[src/rtl/seg7_decoder_rx.sv]
// Debounces an active-low 7-seg bus, decodes each newly stable pattern to hex; optional SEG7RX_SYNC_EN adds a 2-flop input synchroniser.
// Latency STABLE_CYCLES edges (+2 with sync); one-deep output, a commit while FULL and not ready is dropped and sets overrun.
module seg7_decoder_rx #(
  parameter int STABLE_CYCLES = 4
) (
  input  logic       clk,
  input  logic       resetb,
  input  logic [6:0] seg_in,
  input  logic       ready,
  input  logic       ovr_clr,
  output logic       valid,
  output logic [3:0] num,
  output logic       err,
  output logic       overrun
);

  localparam int CW = $clog2(STABLE_CYCLES + 1);
  localparam logic [CW-1:0] MAXC = CW'(STABLE_CYCLES);
  localparam logic [6:0] BLANK = 7'b1111111;

  typedef enum logic {EMPTY, FULL} state_t;

  logic [6:0]    s;
  logic [6:0]    cand_q, cand_d;
  logic [6:0]    last_q, last_d;
  logic [CW-1:0] cnt_q, cnt_d;
  logic          commit;
  logic          drop;
  logic [4:0]    dec;
  state_t        state_q;
  logic          valid_q;
  logic [3:0]    num_q;
  logic          err_q;
  logic          ovr_q;

  // Returns {err, num}.
  function automatic logic [4:0] decode(input logic [6:0] p);
    case (p)
      7'b1111111: decode = 5'h00;
      7'b1111001: decode = 5'h01;
      7'b0100100: decode = 5'h02;
      7'b0110000: decode = 5'h03;
      7'b0011001: decode = 5'h04;
      7'b0010010: decode = 5'h05;
      7'b0000010: decode = 5'h06;
      7'b1111000: decode = 5'h07;
      7'b0000000: decode = 5'h08;
      7'b0011000: decode = 5'h09;
      7'b0001000: decode = 5'h0A;
      7'b0000011: decode = 5'h0B;
      7'b1000110: decode = 5'h0C;
      7'b0100001: decode = 5'h0D;
      7'b0000110: decode = 5'h0E;
      7'b0001110: decode = 5'h0F;
      default:    decode = 5'h10;
    endcase
  endfunction

`ifdef SEG7RX_SYNC_EN
  logic [6:0] sync1_q, sync2_q;

  always_ff @(posedge clk or negedge resetb) begin
    if (!resetb) begin
      sync1_q <= BLANK;
      sync2_q <= BLANK;
    end else begin
      sync1_q <= seg_in;
      sync2_q <= sync1_q;
    end
  end

  assign s = sync2_q;
`else
  assign s = seg_in;
`endif

  always_comb begin
    cnt_d  = CW'(1);
    cand_d = s;
    if (s == cand_q) cnt_d = (cnt_q >= MAXC) ? MAXC : cnt_q + CW'(1);
    // With STABLE_CYCLES==1 a fresh pattern commits on its first sample.
    commit = (cnt_d == MAXC) && ((s == cand_q) || (cnt_d == CW'(1))) && (s != last_q);
    last_d = commit ? s : last_q;
    dec    = decode(s);
    drop   = commit && (state_q == FULL) && !ready;
  end

  always_ff @(posedge clk or negedge resetb) begin
    if (!resetb) begin
      cand_q <= BLANK;
      cnt_q  <= '0;
      last_q <= BLANK;
    end else begin
      cand_q <= cand_d;
      cnt_q  <= cnt_d;
      last_q <= last_d;
    end
  end

  always_ff @(posedge clk or negedge resetb) begin
    if (!resetb) begin
      state_q <= EMPTY;
      valid_q <= 1'b0;
      num_q   <= 4'h0;
      err_q   <= 1'b0;
      ovr_q   <= 1'b0;
    end else begin
      case (state_q)
        EMPTY: begin
          if (commit) begin
            state_q        <= FULL;
            valid_q        <= 1'b1;
            {err_q, num_q} <= dec;
          end
        end
        FULL: begin
          if (ready) begin
            if (commit) begin
              {err_q, num_q} <= dec;
            end else begin
              state_q <= EMPTY;
              valid_q <= 1'b0;
            end
          end
        end
        default: begin
          state_q <= EMPTY;
          valid_q <= 1'b0;
        end
      endcase
      if (drop)         ovr_q <= 1'b1;
      else if (ovr_clr) ovr_q <= 1'b0;
    end
  end

  assign valid   = valid_q;
  assign num     = num_q;
  assign err     = err_q;
  assign overrun = ovr_q;

endmodule

[config.mk]
export PLATFORM = sky130hd
export DESIGN_NAME = seg7_decoder_rx
export DESIGN_NICKNAME = d
export VERILOG_FILES = /design/src/rtl/seg7_decoder_rx.sv
export SDC_FILE = /design/constraint.sdc
export NUM_CORES = 1
export LEC_CHECK = 0
export BUFFER_PORTS_ARGS = -buffer_cell sky130_fd_sc_hd__buf_4
export CAP_MARGIN = 0
export CORE_MARGIN = 1.5
export CORE_UTILIZATION = 40
export CTS_BUF_LIST = sky130_fd_sc_hd__clkbuf_4
export DETAILED_ROUTE_END_ITERATION = 7
export GPL_ROUTABILITY_DRIVEN = 1
export SYNTH_ARGS = -nofsm -noshare
export SYNTH_HDL_FRONTEND = slang
export SYNTH_SLANG_ARGS = --single-unit
[constraint.sdc]
create_clock -name clk -period 1.75 [get_ports clk]
set_input_delay 0.35 -clock clk [delete_from_list [all_inputs] [get_ports clk]]
set_output_delay 0.35 -clock clk [all_outputs]
set_load 0.01 [all_outputs]
==> impl_metrics.csv <==
group,metric,value,unit
run_status,status,"finished with violations",
run_status,violations,"setup timing",
route,via_per_inst,5.049,
grt,grt_pass1_vias,1036,
placed_design,dp_cells,197,
min_path,hold_class,"input pin to register",
die,rows,21,
route,drtPass1Iterations,4,
placed_design,routabilityCongestion,0.7508,
placed_design,port_buffers,17,
finish,final.fill_count,324,
route,antenna_left,0,
finish,seqCellArea,643.1,µm²
yosys,ys_ff_latch,25,
timing,hold_violations,0,
pwr,power.share.switching,0.2502,
yosys,synth.distinct_cells,43,
critical_path,crit_fanout,3,
timing,fmax,544.7,MHz
finish,area_delta_synth_final,26.98,%
die,ios,18,
finish,final_cells,206,
pwr,power_frac_comb,0.157,
die,die-area,3913,µm²
critical_path,r2r-start,"last_q[1]$_DFFE_PN1P_",
critical_path,start_kind,"register",
timing,setup_viol,13,
grt,antenna_found_initial,0,
finish,nets,175,
pwr,netSwitchingPower,0.0002579,W
route,post_drt_wl_per_cell,13.67,µm
grt,use_met1,0.2155,
finish,multi_input_area,757.0,µm²
timing,tightest_slew,0.3251,ns
route,drt-total-wl,2817,µm
clock_network,cts_made_buffers,3,
grt,grt_max_degree,26,
critical_path,cpPeakStageDelay,0.57,ns
critical_path,cpMostUsedCell,"nand2_1",
route,drtIter0Drc,15,
finish,diodes,0,
clock_network,cts_max_path_buffers,2,
clock_network,ctsRootBufferMaster,"clkbuf_4",
timing,grt_setup_unrepaired,"yes",
die,die_h,62.56,µm
clock_network,htreeDepth,1,
pwr,power_frac_seq,0.582,
timing,layout_setup_ws,-0.08601,ns
grt,grt_busiest_layer,"met2",
yosys,syn_area_per_cell,11.26,µm²
pwr,irDropWorstVdd,0.3069,mV
critical_path,critical_path_class,"register to register",
yosys,synth-async-reset-ratio,1.000,
grt,grt_util_met3,0.02703,
yosys,netlist_area,1419,µm²
critical_path,cpMaxStageDelayCell,"dfstp_2",
clock_network,worstSkewPairLatency,0.31,ns
yosys,syn-instance-count,126,
grt,grt_first_pass_wirelength,4843,µm
critical_path,startpoint,"last_q[1]$_DFFE_PN1P_",
clock_network,clkTransAtPathRegs,0.13,ns
timing,setup-tns-final,-0.8137,ns
yosys,synth_seq_area_share,0.4533,
route,drc,0,
clock_network,cts.sinks,25,
grt,met2_usage,0.2433,
yosys,synth_edf_count,0,
timing,clock_skew,0.004222,ns
pwr,pwr-share-clk,0.262,
min_path,worstHoldStart,"ovr_clr",
critical_path,worstPathRequired,1.96,ns
timing,min_period_over_period,1.049,
finish,stdcell_area,1802,µm²
yosys,yosys_most_used_dff,"dfstp_2",
timing,maxSlewHeadroom,0.7826,
die,die_w,62.56,µm
yosys,yosysWarnings,0,
pwr,leakagePower,0.8057,nW
placed_design,placed_area,1668,µm²
clock_network,cts_tree,"done",
finish,drive_gt1_frac,0.4938,
yosys,syn_nets,140,
grt,overflow,0,
critical_path,endpoint_kind,"register",
timing,whs,0.2020,ns
timing,drv_slew,0,
grt,grt_use_total,0.1519,
critical_path,cp_cell_sequence,"xor2_2 -> nor4_4 -> a41oi_2 -> nand2_2 -> inv_2 -> ha_4 -> nand2_1 -> nand2_1 -> o21ai_1",
route,vias,1040,
run,maxCapViolations,0,
pwr,p_int,0.0007731,W
placed_design,hpwlAfterDp,2054,µm
die,core,3363,µm²
pwr,power.density,572.3,nW/µm²
placed_design,dpl_worst_slack,-0.2776,ns
die,initial_utilization,0.4219,
timing,period_minus_slack,1.836,ns
critical_path,cp.arrival,2.05,ns
## critical path: cells and delay by family (launching register included)
kind	cells	cell delay, ns
xor gates and xnor gates	1	0.08
AOI/OAI and AO/OA	2	0.24
DFF	1	0.57
buffers and inverters	1	0.05
adders and majority gates	1	0.26
and+or+nand+nor	4	0.54
## final timing paths
path | end | slack, ns | cells past startpoint
setup / recovery | valid$_DFFE_PN0P_ | -0.09 | 9
max in group asynchronous | last_q[4]$_DFFE_PN1P_ | 1.01 | 2
hold reg to reg | valid$_DFFE_PN0P_ | 0.51 | 2
hold / removal | overrun$_DFFE_PN0P_ | 0.20 | 2
min in group asynchronous | cnt_q[0]$_DFF_PN0_ | 0.45 | 2
setup reg to reg | valid$_DFFE_PN0P_ | -0.09 | 9
## power by group through the flow
stage	registers (W)	clock network (W)	logic, W
2_1_floorplan	0.000609	0	0.0000867
3_3_place_gp	0.000609	0	0.000149
3_5_place_dp	0.000610	0	0.000153
4_1_cts	0.000600	0.000287	0.000157
5_1_grt	0.000601	0.000301	0.000179
6_report	0.000600	0.000270	0.000161
## registers in the layout, summed over array words and instances, names as in the netlist
name     count
cand_q       7
num          4
cnt_q        3
valid        1
overrun      1
state_q      1
last_q       7
err          1
## cell type report
type	instances	area share
timing repair buffer	37	0.1556
clock buffer	4	0.01667
sequential	25	0.3569
tap	46	0.03194
multi-input combinational	85	0.4201
inverter	9	0.01875
## placed cells by master (no fill, tap or decap), types with 4 or more instances in the layout
cell      netlist  final
buf_4           3     36
clkbuf_4        0      4
dfrtp_1        11     11
dfstp_2        14     14
inv_1           9      6
mux2_2          9      7
nand2_1         5      5
nor2_1          6      6
nor3_1          4      4
xnor2_1         8      8
xor2_1         10      9
## repair_timing
item                                    4_1_cts  5_1_grt
endpoints found under the hold margin        11        0
buffers inserted                              0        4
gates resized for setup                       5        7
endpoints found under the setup margin       14       14
hold buffers                                  1        0
pin swaps                                     3        4
## per-layer routing
metal	share of wire	vias up
met2	0.47	18
met5	0	-
met4	0.0046	0
met3	0.037	2
met1	0.48	512
li1	-	508
## Yosys cell counts, types with 2 or more instances
library cell  number  area [µm²]
dfstp_2           14       367.9
dfrtp_1           11       275.3
xor2_1            10       87.58
inv_1              9       33.78
mux2_2             9       101.4
xnor2_1            8       70.07
nor2_1             6       22.52
nand2_1            5       18.77
nor3_1             4       20.02
o21ai_0            4       20.02
buf_2              3       15.01
buf_4              3       22.52
ha_1               3       37.54
mux2_1             3       33.78
and4bb_2           2       25.02
nand2b_1           2       12.51
nand3_1            2       10.01
nor4_1             2       12.51
o21bai_1           2       15.01
## per-stage QoR
stage,util,power (W)
floorplan,-,0.0006960
global placement,0.4959,0.0007578
detailed placement,0.4959,0.0007629
CTS,0.5156,0.001044
global route,0.5357,0.001081
finish,0.5357,0.001031
## cells by family after synthesis
logic type,after synthesis,synth area share
mux,13,0.1023
fa+ha+maj,3,0.02646
buf+inv,16,0.05819
flops,25,0.4533
simple gates,33,0.1499
compound gates,18,0.09878
xor+xnor,18,0.1111
(Power assumes the default switching activity.)
